--- config.mk ---
export PLATFORM = sky130hd
export DESIGN_NAME = disparity_pace_mapper_flat
export DESIGN_NICKNAME = d
export VERILOG_FILES = /design/src/rtl/disparity_pace_mapper_if.sv /design/src/rtl/disparity_pace_mapper.sv /design/src/flat_wrapper.sv
export SDC_FILE = /design/constraint.sdc
export NUM_CORES = 1
export LEC_CHECK = 0
export CORE_MARGIN = 5
export CORE_UTILIZATION = 50
export CTS_CLUSTER_DIAMETER = 30
export DETAILED_ROUTE_END_ITERATION = 10
export GPL_TIMING_DRIVEN = 0
export PLACE_DENSITY = 0.84
export SLEW_MARGIN = 0
export SYNTH_ARGS = -nofsm -noshare
export SYNTH_HDL_FRONTEND = slang
export SYNTH_SLANG_ARGS = --single-unit
export TNS_END_PERCENT = 30
--- constraint.sdc ---
create_clock -name clk_in -period 5.2 [get_ports clk_in]
set_input_delay 1.04 -clock clk_in [delete_from_list [all_inputs] [get_ports clk_in]]
set_output_delay 1.04 -clock clk_in [all_outputs]
set_load 0.01 [all_outputs]
--- src/rtl/disparity_pace_mapper_if.sv ---
`default_nettype none
//------------------------------------------------------------------------------
// disparity_pace_mapper_if: frame start, SSD BRAM read port and result bus. Rev 1.0
//------------------------------------------------------------------------------
interface disparity_pace_mapper_if #(
    parameter int ADDR_W = 17,
    parameter int DISP_W = 8
);
    logic              start_in;
    logic [ADDR_W-1:0] rd_addr_out;
    logic [DISP_W-1:0] disp_in;
    logic              busy_out;
    logic              done_out;
    logic [DISP_W-1:0] mean_disp_out;
    logic [ADDR_W-1:0] valid_count_out;
    logic              depth_valid_out;
    logic [3:0]        speed_out;

    modport slave (
        input  start_in, disp_in,
        output rd_addr_out, busy_out, done_out, mean_disp_out,
               valid_count_out, depth_valid_out, speed_out
    );

    modport master (
        output start_in, disp_in,
        input  rd_addr_out, busy_out, done_out, mean_disp_out,
               valid_count_out, depth_valid_out, speed_out
    );
endinterface
`default_nettype wire

--- src/rtl/disparity_pace_mapper.sv ---
`default_nettype none
//------------------------------------------------------------------------------
// disparity_pace_mapper: ROI disparity mean -> 4-bit LED pace speed. Rev 1.0
//------------------------------------------------------------------------------
module disparity_pace_mapper #(
    parameter int WIDTH        = 320,
    parameter int HEIGHT       = 240,
    parameter int ADDR_W       = 17,
    parameter int DISP_W       = 8,
    parameter int X0           = 0,
    parameter int X1           = 319,
    parameter int Y0           = 0,
    parameter int Y1           = 239,
    parameter int MIN_DISP     = 1,
    parameter int MIN_COUNT    = 64,
    parameter int READ_LATENCY = 2
) (
    input  wire logic               clk_in,
    input  wire logic               rst_in,
    disparity_pace_mapper_if.slave  bus
);

    localparam int c_SUM_W    = ADDR_W + DISP_W;
    localparam int c_CNT_W    = 6;
    localparam int c_X_LAST   = (X1 < WIDTH)  ? X1 : WIDTH - 1;
    localparam int c_Y_LAST   = (Y1 < HEIGHT) ? Y1 : HEIGHT - 1;
    localparam int c_DISP_MAX = (2 ** DISP_W) - 1;

    localparam logic [ADDR_W-1:0]  c_ADDR_FIRST = ADDR_W'(Y0 * WIDTH + X0);
    localparam logic [ADDR_W-1:0]  c_ADDR_LAST  = ADDR_W'(c_Y_LAST * WIDTH + c_X_LAST);
    localparam logic [ADDR_W-1:0]  c_ROW_STEP   = ADDR_W'(WIDTH - (c_X_LAST - X0));
    localparam logic [ADDR_W-1:0]  c_X_START    = ADDR_W'(X0);
    localparam logic [ADDR_W-1:0]  c_X_END      = ADDR_W'(c_X_LAST);
    localparam logic [c_CNT_W-1:0] c_DRAIN_LAST = c_CNT_W'(READ_LATENCY);
    // Cycle 0 of DIVIDE loads the operands, cycles 1..c_SUM_W each retire one quotient bit.
    localparam logic [c_CNT_W-1:0] c_DIV_LAST   = c_CNT_W'(c_SUM_W);

    typedef enum logic [2:0] {
        S_IDLE   = 3'd0,
        S_SCAN   = 3'd1,
        S_DRAIN  = 3'd2,
        S_DIVIDE = 3'd3,
        S_MAP    = 3'd4
    } state_t;

    state_t                    state_q, state_d;
    logic [ADDR_W-1:0]         addr_q, addr_d;
    logic [ADDR_W-1:0]         x_q, x_d;
    logic [c_CNT_W-1:0]        cnt_q, cnt_d;
    logic [READ_LATENCY-1:0]   pipe_q, pipe_d;
    logic [c_SUM_W-1:0]        sum_q;
    logic [ADDR_W-1:0]         count_q;
    logic [c_SUM_W-1:0]        rem_q;
    logic [c_SUM_W-1:0]        quo_q;
    logic [DISP_W-1:0]         mean_q;
    logic [ADDR_W-1:0]         vcount_q;
    logic                      dvalid_q;
    logic [3:0]                speed_q;
    logic                      done_q;

    logic                      w_take;
    logic [c_SUM_W:0]          w_shift;
    logic [c_SUM_W:0]          w_divisor;
    logic                      w_fits;
    logic [DISP_W-1:0]         w_mean;
    logic [3:0]                w_speed;

    always_ff @(posedge clk_in or posedge rst_in) begin
        if (rst_in) begin
            state_q <= S_IDLE;
            addr_q  <= '0;
            x_q     <= '0;
            cnt_q   <= '0;
        end else begin
            state_q <= state_d;
            addr_q  <= addr_d;
            x_q     <= x_d;
            cnt_q   <= cnt_d;
        end
    end

    always_comb begin
        state_d = state_q;
        addr_d  = addr_q;
        x_d     = x_q;
        cnt_d   = cnt_q;
        unique case (state_q)
            S_IDLE: begin
                if (bus.start_in) begin
                    state_d = S_SCAN;
                    addr_d  = c_ADDR_FIRST;
                    x_d     = c_X_START;
                end
            end
            S_SCAN: begin
                // Frame end wins over row wrap so no address past the ROI is issued.
                if (addr_q == c_ADDR_LAST) begin
                    state_d = S_DRAIN;
                    cnt_d   = '0;
                end else if (x_q == c_X_END) begin
                    x_d    = c_X_START;
                    addr_d = addr_q + c_ROW_STEP;
                end else begin
                    x_d    = x_q + ADDR_W'(1);
                    addr_d = addr_q + ADDR_W'(1);
                end
            end
            S_DRAIN: begin
                if (cnt_q == c_DRAIN_LAST) begin
                    state_d = S_DIVIDE;
                    cnt_d   = '0;
                end else begin
                    cnt_d = cnt_q + c_CNT_W'(1);
                end
            end
            S_DIVIDE: begin
                if (cnt_q == c_DIV_LAST) begin
                    state_d = S_MAP;
                end else begin
                    cnt_d = cnt_q + c_CNT_W'(1);
                end
            end
            S_MAP: begin
                state_d = S_IDLE;
            end
            default: begin
                state_d = S_IDLE;
            end
        endcase
    end

    always_comb begin
        pipe_d    = pipe_q << 1;
        pipe_d[0] = (state_q == S_SCAN);
    end

    assign w_take    = pipe_q[READ_LATENCY-1] && (bus.disp_in >= DISP_W'(MIN_DISP));
    assign w_shift   = {rem_q, quo_q[c_SUM_W-1]};
    assign w_divisor = (c_SUM_W + 1)'(count_q);
    assign w_fits    = (w_shift >= w_divisor);
    assign w_mean    = (quo_q > c_SUM_W'(c_DISP_MAX)) ? DISP_W'(c_DISP_MAX) : quo_q[DISP_W-1:0];
    assign w_speed   = (w_mean[DISP_W-1 -: 4] == 4'd0) ? 4'd1 : w_mean[DISP_W-1 -: 4];

    always_ff @(posedge clk_in or posedge rst_in) begin
        if (rst_in) begin
            pipe_q   <= '0;
            sum_q    <= '0;
            count_q  <= '0;
            rem_q    <= '0;
            quo_q    <= '0;
            mean_q   <= '0;
            vcount_q <= '0;
            dvalid_q <= 1'b0;
            speed_q  <= '0;
            done_q   <= 1'b0;
        end else begin
            pipe_q <= pipe_d;
            if ((state_q == S_IDLE) && bus.start_in) begin
                sum_q   <= '0;
                count_q <= '0;
            end else if (w_take) begin
                sum_q   <= sum_q + c_SUM_W'(bus.disp_in);
                count_q <= count_q + ADDR_W'(1);
            end

            if (state_q == S_DIVIDE) begin
                if (cnt_q == '0) begin
                    rem_q <= '0;
                    quo_q <= sum_q;
                end else if (w_fits) begin
                    rem_q <= c_SUM_W'(w_shift - w_divisor);
                    quo_q <= {quo_q[c_SUM_W-2:0], 1'b1};
                end else begin
                    rem_q <= c_SUM_W'(w_shift);
                    quo_q <= {quo_q[c_SUM_W-2:0], 1'b0};
                end
            end

            done_q <= (state_q == S_MAP);
            if (state_q == S_MAP) begin
                vcount_q <= count_q;
                if (count_q >= ADDR_W'(MIN_COUNT)) begin
                    mean_q   <= w_mean;
                    speed_q  <= w_speed;
                    dvalid_q <= 1'b1;
                end else begin
                    mean_q   <= '0;
                    dvalid_q <= 1'b0;
                end
            end
        end
    end

    assign bus.rd_addr_out     = addr_q;
    assign bus.busy_out        = (state_q != S_IDLE);
    assign bus.done_out        = done_q;
    assign bus.mean_disp_out   = mean_q;
    assign bus.valid_count_out = vcount_q;
    assign bus.depth_valid_out = dvalid_q;
    assign bus.speed_out       = speed_q;

endmodule
`default_nettype wire

--- src/flat_wrapper.sv ---
// flat-port wrapper written by rule: the top's interface ports become plain ports
module disparity_pace_mapper_flat 
#(
    parameter int WIDTH        = 320,
    parameter int HEIGHT       = 240,
    parameter int ADDR_W       = 17,
    parameter int DISP_W       = 8,
    parameter int X0           = 0,
    parameter int X1           = 319,
    parameter int Y0           = 0,
    parameter int Y1           = 239,
    parameter int MIN_DISP     = 1,
    parameter int MIN_COUNT    = 64,
    parameter int READ_LATENCY = 2
)
  (clk_in, rst_in, bus_start_in, bus_disp_in, bus_rd_addr_out, bus_busy_out, bus_done_out, bus_mean_disp_out, bus_valid_count_out, bus_depth_valid_out, bus_speed_out);
  disparity_pace_mapper_if #(.ADDR_W(ADDR_W), .DISP_W(DISP_W)) bus_i ();
  input  wire logic clk_in;
  input  wire logic rst_in;
  input wire logic [$bits(bus_i.start_in)-1:0] bus_start_in;
  input wire logic [$bits(bus_i.disp_in)-1:0] bus_disp_in;
  output wire logic [$bits(bus_i.rd_addr_out)-1:0] bus_rd_addr_out;
  output wire logic [$bits(bus_i.busy_out)-1:0] bus_busy_out;
  output wire logic [$bits(bus_i.done_out)-1:0] bus_done_out;
  output wire logic [$bits(bus_i.mean_disp_out)-1:0] bus_mean_disp_out;
  output wire logic [$bits(bus_i.valid_count_out)-1:0] bus_valid_count_out;
  output wire logic [$bits(bus_i.depth_valid_out)-1:0] bus_depth_valid_out;
  output wire logic [$bits(bus_i.speed_out)-1:0] bus_speed_out;
  assign bus_i.start_in = bus_start_in;
  assign bus_i.disp_in = bus_disp_in;
  assign bus_rd_addr_out = bus_i.rd_addr_out;
  assign bus_busy_out = bus_i.busy_out;
  assign bus_done_out = bus_i.done_out;
  assign bus_mean_disp_out = bus_i.mean_disp_out;
  assign bus_valid_count_out = bus_i.valid_count_out;
  assign bus_depth_valid_out = bus_i.depth_valid_out;
  assign bus_speed_out = bus_i.speed_out;
  disparity_pace_mapper #(.WIDTH(WIDTH), .HEIGHT(HEIGHT), .ADDR_W(ADDR_W), .DISP_W(DISP_W), .X0(X0), .X1(X1), .Y0(Y0), .Y1(Y1), .MIN_DISP(MIN_DISP), .MIN_COUNT(MIN_COUNT), .READ_LATENCY(READ_LATENCY)) u_core (.clk_in(clk_in), .rst_in(rst_in), .bus(bus_i));
endmodule
## Word-level counts from Yosys, hierarchy flattened

Cells that the tools add are included.

- Input port bits: 11
- Memory bits (writable): 0
- ROM bits: 0
- Bits in registers: 151
- Bits in latches: 0
- Memories: 0
- Output and inout port bits: 49

- Div/mod/pow operators: 0
- Order comparisons: 4
- Bitwise logic cells: 0
- Equality and inequality tests: 13
- Shifts and indexed selects: 0
- Add/subtract/negate cells: 5
- Reduce and logical (&&, ||, !) cells: 13
- Muxes and demuxes: 24
- Multiply operators: 0

Operators with widths:

| cell | number |
|---|---|
| $mux 25 | 5 |
| $mux 17 | 4 |
| $add 17x1->17 const B | 2 |
| $pmux 17 s2 | 1 |
| $ge 26x17->1 | 1 |
| $add 25x8->25 | 1 |
| $gt 25x8->1 const B | 1 |
| $sub 25x17->25 | 1 |
| $mux 6 | 3 |
| $pmux 6 s3 | 1 |
| $eq 17x17->1 const B | 1 |
| $ge 17x7->1 const B | 1 |
| $mux 8 | 2 |
| $mux 3 | 4 |
| $pmux 3 s4 | 1 |
| $ge 8x1->1 const B | 1 |
| $ne 2x2->1 const B | 4 |
| $add 6x1->6 const B | 1 |
| $eq 3x2->1 const B | 2 |
| $eq 6x2->1 const B | 1 |
| $eq 6x5->1 const B | 1 |
| $logic_not 6->1 | 1 |
| $reduce_and 3->1 | 2 |
| $reduce_bool 3->1 | 2 |
| 11 further kinds | 15 |

## Longest topological paths before layout

Gate-level depths: netlist of run 1.

- Word-level depth: 4
- Mapped depth: 12

## Worst setup path after synthesis of run 1

No wires, ideal clock.

- Kind: input to register
- From: input bus_disp_in[0]
- To: register u_core.sum_q[18]
- Data arrival time: 2.819 ns
- Data required time: 5.068 ns
- Cell stages on the path: 9
- Path buffers: 0
- Setup slack: 2.250 ns
- Cells stage by stage: ha_1 > fa_1 > a21o_1 > a21oi_1 > o21bai_1 > a21oi_1 > nor4_1 > xnor2_1 > nor2_1

- Longest elaborated chain between the ends: 3
- Elaborated cells on any way between the ends: 6
- Classes of those cells: 1 x add/sub; 1 x order compare; 2 x mux; 2 x reduce/logical

Ends and longest elaborated chain:

| what | RTL line | RTL |
|---|---|---|
| start: declaration | flat_wrapper.sv:21 | `input wire logic [$bits(bus_i.disp_in)-1:0] bus_disp_in;` |
| $add 25x8->25 or $ge 8x1->1 (tied branches) | disparity_pace_mapper.sv:162, disparity_pace_mapper.sv:137 |  |
| $mux 25 or $logic_and 1x1->1 (tied branches) | disparity_pace_mapper.sv:161, disparity_pace_mapper.sv:137 |  |
| $mux 25 or $reduce_bool 2->1 (tied branches) | - |  |
| end signal: assignment | disparity_pace_mapper.sv:162 | `sum_q <= sum_q + c_SUM_W'(bus.disp_in);` |
| end: declaration | disparity_pace_mapper.sv:51 | `logic [c_SUM_W-1:0] sum_q;` |

Several ways; a longest one is shown, not always the timed one. The select of a mux whose other input is x is not followed.
A chain may end at the register's enable or synchronous reset.

## Worst setup path in the final report of run 1

- From: input bus_disp_in[1]
- To: register u_core.count_q[14]

- Longest elaborated chain between the ends: 3

Ends and longest elaborated chain:

| what | RTL line | RTL |
|---|---|---|
| $ge 8x1->1 | disparity_pace_mapper.sv:137 | `assign w_take = pipe_q[READ_LATENCY-1] && (bus.disp_in >= DISP_W'(MIN_DISP));` |
| $logic_and 1x1->1 | disparity_pace_mapper.sv:137 |  |
| $reduce_bool 2->1 (no line) | - |  |
| end signal: assignment | disparity_pace_mapper.sv:163 | `count_q <= count_q + ADDR_W'(1);` |
| end: declaration | disparity_pace_mapper.sv:52 | `logic [ADDR_W-1:0] count_q;` |

Every way passes these cells.

==> results of run 1 <==
## power by group
group,switching [mW],internal [mW],total (mW)
Combinational,1.63,1.08,2.71
Clock,0.506,0.722,1.23
Sequential,0.292,1.50,1.80
Total,2.43,3.30,5.73
## sequential cells by signal, indices dropped and copies added, names as in the netlist
register / cells
u_core.quo_q: 25
u_core.rem_q: 25
u_core.sum_q: 25
u_core.bus.rd_addr_out: 17
u_core.bus.valid_count_out: 17
u_core.count_q: 17
u_core.bus.mean_disp_out: 8
u_core.cnt_q: 6
u_core.bus.speed_out: 4
u_core.state_q: 3
u_core.pipe_q: 2
u_core.bus.depth_valid_out: 1
u_core.bus.done_out: 1
## cell type report
class | instances | area share [%]
clock buffers | 18 | 4.495
plain buffers | 45 | 1.883
well taps | 220 | 2.818
repair buffers | 60 | 6.327
inverters | 42 | 1.665
flip-flops and latches | 151 | 38.68
multi-input cells | 707 | 42.60
clock inverters | 14 | 1.537
## per-stage QoR
step	utilization [%]	instance area (sq um)	total power [mW]	hold slack (ns)	setup WS [ns]
final	59.54	9769	5.732	0.3480	1.663
after global placement	55.75	9148	4.384	0.3365	-1.846
after detailed placement	55.95	9180	4.475	0.3362	1.256
after global routing	59.54	9769	6.158	0.3721	1.397
after floorplan	-	8282	3.689	0.3312	0.09526
after CTS	59.54	9769	5.723	0.3501	1.688
## cells by family (layout without fill, tap and decap cells)
group	Yosys count	after routing	share of synthesized area (%)
and+or+nand+nor	391	391	21.32
AOI/OAI and AO/OA	205	205	15.30
xor gates and xnor gates	66	66	6.980
DFF	151	151	45.63
adders and majority gates	34	34	5.318
muxes	11	11	1.330
buffers and inverters	87	179	4.124
## layer usage
metal,routed length (um),part of all wire [%],vias up
li1,-,-,3444
met3,1391,6.8,34
met5,0,0,-
met1,9229,45,3465
met4,345,1.7,0
met2,9638,47,252
## Yosys cell counts, types with 3 or more instances
cell type	count
a21o_1	14
nor2_1	107
a32oi_1	3
o21bai_1	6
nand4_1	20
nor3_1	23
nor2b_1	5
xor2_1	17
a211o_1	3
a21oi_1	42
nand3_1	21
nand2_1	158
nor4_1	18
o21a_1	5
xnor2_1	49
a31o_2	3
and3_1	6
and2_1	7
buf_2	5
nor4b_1	3
o21ai_0	67
clkbuf_1	31
buf_1	7
nor4bb_1	3
ha_1	32
or3_1	8
o2111ai_1	3
o31ai_1	8
a31oi_1	32
mux2i_1	11
a211oi_1	5
dfrtp_1	151
inv_1	42
## how the worst max path moves through the flow
stage / from / end / slack, ns
after floorplan: rst_in / u_core.bus.depth_valid_out$_DFFE_PP0P_ / 0.1
after global placement: rst_in / u_core.bus.done_out$_DFF_PP0_ / -1.85
after detailed placement: bus_disp_in[1] / u_core.count_q[14]$_DFFE_PP0P_ / 1.26
after CTS: bus_disp_in[1] / u_core.count_q[14]$_DFFE_PP0P_ / 1.69
after global routing: bus_disp_in[1] / u_core.count_q[14]$_DFFE_PP0P_ / 1.40
final: bus_disp_in[1] / u_core.count_q[14]$_DFFE_PP0P_ / 1.66
==> summary.txt, run 1 <==
Status
  • Status: finished, final reports clean

Place
  • Port bufs: 59
  • Final HPWL from detailed placement: 15.09 mm
  • GP Congestion: 0.9023
  • Dpl cells: 1225

Floorplanning
  • Starting density of the core: 50.48%
  • Core area: 0.01641 sq mm
  • Number of placed I/O pins: 60
  • Vert. Die Dim: 138.7 um
  • FP Rows: 47
  • DIE WIDTH: 138.7 um
  • Die area: 0.01924 sq mm

Synthesis
  • Synthesized area: 0.008282 sq mm
  • Mapped Cells: 945
  • Top_reg_cell synth: dfrtp_1
  • Asr flop ratio synth: 100.0%
  • Area leader, netlist: dfrtp_1
  • Register bit total from synthesis: 151
  • Post-synth EDFFs: 0
  • Net Count, Synth: 990
  • Top cells by area, synth: dfrtp_1 (46%), nand2_1 (7.2%), xnor2_1 (5.2%), nor2_1 (4.8%), ha_1 (4.8%)
  • Warnings, synthesis: 0
  • Yosys cell types: 58
  • Fraction of post-synthesis cell area in the top cell type by area: 45.63%
  • Avg Cell Area, Syn: 8.764 sq um
  • Sequential element share of the synthesized area: 45.63%

Drt
  • Drt pass-1 iters: 5
  • WL per Instance: 16.39 um
  • Antenna-violating nets left: 0
  • Vias per inst: 5.724
  • DR vias: 7195
  • DRT Wirelength: 20.60 mm
  • Drt drc: 0
  • Initial drt markers: 590

Worst setup path
  • R2R depth: 10
  • Critical Path Max Stage Delay: 0.65 ns
  • Cell mode on critical path: nor4_1
  • Crit-path cells: clkdlybuf4s50_1 -> nor4_1 -> a21oi_1 -> nand4_1 -> nor4_1 -> nand3_1 -> xnor2_1 -> nor2_1
  • Worst Setup End Kind: flip-flop
  • FF-to-FF End: u_core.rem_q[20]$_DFFE_PP0P_
  • Crit path depth: 8
  • Cell with the largest stage delay on the worst path: a21oi_1
  • Buf/Inv on CP: 1
  • Max FO, Critical Path: 8
  • RR Startpoint: u_core.count_q[11]$_DFFE_PP0P_
  • Top delay family on crit path: simple AND/OR/NAND/NOR gates
  • FF-to-FF setup slack: 1.99 ns
  • Critical path launch point type: input port
  • Data required time of the critical path: 5.49 ns
  • WP data arrival: 3.83 ns
  • Class of the most critical setup path: input port to flip-flop

STA
  • Hold Fails Final Rpt: 0
  • Setup TNS: 0 ns
  • Tightest Pin Transition: 0.8155 ns
  • Clock skew: 0.007752 ns
  • Final setup violation count: 0
  • Minimum clock period: 3.537 ns
  • Slew headroom: 45.06%
  • Max Freq: 282.7 MHz
  • Slew Viols, Final: 0
  • Tcrit/Tclk final: 68.02%
  • RSZ-0062 raised after global routing: no

Global route
  • GRT overflow: 0
  • Layer with the highest usage: met2
  • Number of global-route vias before repair: 7041
  • First-pass GRT wire length: 34.89 mm
  • GRT met1 Usage: 29.25%
  • Largest net degree at the start of global routing: 83
  • Met2 Use GR: 35.38%
  • GRT Util Overall: 21.96%
  • GR Util met3: 5.345%
  • Initial antenna violation count: 0

Layout
  • Diodes inserted: 0
  • # nets final: 1069
  • Syn-to-layout area delta: 17.96%
  • Layout fillers: 1366
  • Register Area: 0.003779 sq mm
  • Non-filler cells, final: 1257
  • Layout cells sized above 1: 4.629%
  • Commonest non-fill, non-tap cell in the layout: nand2_1
  • Area of the multi-input gates: 0.004161 sq mm
  • Commonest non-fill, non-tap cells in the layout: nand2_1 (158), dfrtp_1 (151), nor2_1 (107), o21ai_0 (67), clkdlybuf4s50_1 (59)

Min path
  • WHS Endpoint: u_core.pipe_q[1]$_DFF_PP0_
  • Hold_sp: u_core.pipe_q[0]$_DFF_PP0_
  • Hold Path Class: flip-flop to flip-flop
  • Hold path depth: 0

Clock network
  • Clock Tree Buf Depth: 2
  • Hold_buf cts: 0
  • Clock Sinks: 151
  • Clock tree root buffer cell: clkbuf_16
  • Worst-path clk slew: 0.06 ns
  • Post-cts sizing count: 0
  • CTS tree: done
  • CTS Buf Count: 17
  • H-tree level count: 4
  • Post-CTS Repair Setup Buffers: 0
  • Clk_lat worst skew: 0.43 ns

Power
  • VDD IR-drop max: 0.3540 mV
  • PD cells: 586.7 mW/mm^2
  • Leakage: 4.201 nW

Run
  • Max Cap Viol: 0
(Power assumes the default switching activity.)
==> run 2, diff against run 1 <==
- PLACE_DENSITY: 0.84 -> 0.82
- clock period: 5.2 -> 3.33 ns (I/O delays scaled with it)
==> summary.txt, run 2 (synthesis gave the netlist of run 1 again) <==
Min path
  • Hold_sp: u_core.pipe_q[0]$_DFF_PP0_
  • Hold path depth: 0
  • Hold Path Class: flip-flop to flip-flop

STA
  • Max Freq: 313.5 MHz
  • Slew Viols, Final: 0
  • Tightest Pin Transition: 0.7744 ns
  • Minimum clock period: 3.190 ns
  • Slew headroom: 47.83%
  • Hold Fails Final Rpt: 0
  • RSZ-0062 raised after global routing: no
  • Final setup violation count: 0
  • Tcrit/Tclk final: 95.80%
  • Clock skew: 0.006766 ns

Floorplanning
  • DIE WIDTH: 138.7 um
  • Starting density of the core: 50.48%
  • Number of placed I/O pins: 60
  • Die area: 0.01924 sq mm
  • Vert. Die Dim: 138.7 um
  • Core area: 0.01641 sq mm
  • FP Rows: 47

Clock network
  • Clk_lat worst skew: 0.43 ns
  • CTS tree: done
  • Worst-path clk slew: 0.06 ns
  • H-tree level count: 4
  • Clock Tree Buf Depth: 2
  • Hold_buf cts: 0
  • Clock Sinks: 151
  • Clock tree root buffer cell: clkbuf_16
  • Post-CTS Repair Setup Buffers: 0
  • CTS Buf Count: 17
  • Post-cts sizing count: 0

Layout
  • Commonest non-fill, non-tap cell in the layout: nand2_1
  • Non-filler cells, final: 1261
  • Top flop regs: u_core.quo_q (25), u_core.rem_q (25), u_core.sum_q (25)
  • Layout fillers: 1322
  • # nets final: 1073
  • Diodes inserted: 0
  • Syn-to-layout area delta: 20.21%
  • Register Area: 0.003779 sq mm
  • Area of the multi-input gates: 0.004182 sq mm
  • Commonest non-fill, non-tap cells in the layout: nand2_1 (158), dfrtp_1 (151), nor2_1 (107), o21ai_0 (67), clkdlybuf4s50_1 (59)
  • Layout cells sized above 1: 5.283%

Power
  • Internal power: 5.467 mW
  • Net Sw Frac: 41.12%
  • VDD IR-drop max: 0.4846 mV
  • Total Power: 9.284 mW
  • Clk pwr share: 23.4%
  • Switching pwr: 3.818 mW
  • PD cells: 932.5 mW/mm^2
  • Combinational Power Share: 46.3%
  • Seq pwr share: 30.3%
  • Leakage: 4.269 nW

Global route
  • First-pass GRT wire length: 34.78 mm
  • Number of global-route vias before repair: 7074
  • Initial antenna violation count: 0
  • GRT overflow: 0
  • Largest net degree at the start of global routing: 32
  • GRT Util Overall: 22.03%

Worst setup path
  • FF-to-FF setup slack: 0.14 ns
  • Worst Setup End Kind: flip-flop
  • R2R depth: 11
  • Critical Path Max Stage Delay: 0.42 ns
  • Crit-path cells: inv_1 -> ha_2 -> nand2_1 -> or3_1 -> or3_1 -> o31a_1 -> and2_1 -> clkbuf_2 -> clkbuf_4 -> a211oi_1 -> a21o_1
  • Class of the most critical setup path: flip-flop to flip-flop
  • Max FO, Critical Path: 10
  • RR Startpoint: u_core.count_q[11]$_DFFE_PP0P_
  • Cell with the largest stage delay on the worst path: dfrtp_1
  • Crit path to: u_core.quo_q[0]$_DFFE_PP0P_
  • Cell mode on critical path: or3_1
  • Beginning of the critical path: u_core.count_q[11]$_DFFE_PP0P_
  • Data required time of the critical path: 3.70 ns
  • WP data arrival: 3.56 ns
  • Critical path launch point type: flip-flop
  • FF-to-FF End: u_core.quo_q[0]$_DFFE_PP0P_

Drt
  • Antenna-violating nets left: 0
  • DRT Wirelength: 20.86 mm
  • Drt pass-1 iters: 6
  • Vias per inst: 5.760
  • Drt drc: 0
  • WL per Instance: 16.54 um
  • Initial drt markers: 785
  • DR vias: 7263

Place
  • GP Congestion: 0.9284
  • Dpl cells: 1229
  • Port bufs: 59
  • Final HPWL from detailed placement: 15.04 mm

Status
  • Status: finished, final reports clean

Run
  • Max Cap Viol: 0
==> run 2: cell types whose count changed in the layout (fill, tap and decap cells not counted), sizes merged <==
cell      before  now
clkinv         6    1
clkinvlp       3    4
bufinv         2    5
clkbuf        50   55
buf           14   17
inv           45   42
==> run 2: routing by layer <==
metal	vias up	track usage, %	share of wire [%]	wire length (um)
li1	3454	-	-	-
met2	279	34.94	46	9647
met1	3480	29.59	45	9294
met3	50	5.586	6.8	1417
met5	-	0	0	0
met4	0	7.827	2.4	503
==> run 2: worst min path at each step <==
stage	end	slack (ns)
global placement	u_core.pipe_q[1]$_DFF_PP0_	0.34
CTS	u_core.pipe_q[1]$_DFF_PP0_	0.35
floorplan	u_core.pipe_q[1]$_DFF_PP0_	0.33
global route	u_core.pipe_q[1]$_DFF_PP0_	0.36
detailed placement	u_core.pipe_q[1]$_DFF_PP0_	0.34
finish	u_core.pipe_q[1]$_DFF_PP0_	0.35
==> run 2: metrics by stage <==
step           hold slack (ns)  cell area, sq um  setup TNS (ns)  worst slack, ns  utilization, %
6_report                0.3468              9956               0           0.1399           60.68
5_1_grt                 0.3612              9956               0         0.007309           60.68
4_1_cts                 0.3496              9933               0           0.1152           60.54
3_5_place_dp            0.3356              9259         -0.9514          -0.2877           56.43
3_3_place_gp            0.3356              9151          -72.47          -0.4901           55.78
2_1_floorplan           0.3312              8285               0           0.5620               -
==> run 2: worst max-delay path, delay by kind of cell (launching register included) <==
kind	cells	cell delay, ns
compound gates	3	0.77
buf+inv	3	0.52
simple gates	4	1.01
flops	1	0.42
fa+ha+maj	1	0.40
==> run 2: final cells by class <==
| cell class | instances | share of cell area, % |
|---|---|---|
| flip-flops and latches | 151 | 37.95 |
| repair buffers | 64 | 7.013 |
| well taps | 220 | 2.765 |
| inverters | 42 | 1.621 |
| clock buffers | 22 | 4.864 |
| plain buffers | 45 | 1.873 |
| clock inverters | 10 | 1.910 |
| multi-input cells | 707 | 42.00 |
==> run 2: power groups by stage <==
| stage | combinational (mW) | clock [mW] | sequential, mW |
|---|---|---|---|
| final | 4.30 | 2.17 | 2.81 |
| after detailed placement | 4.18 | 0 | 2.81 |
| after CTS | 4.23 | 2.19 | 2.80 |
| after floorplan | 3.01 | 0 | 2.75 |
| after global routing | 4.77 | 2.27 | 2.88 |
| after global placement | 4.07 | 0 | 2.80 |
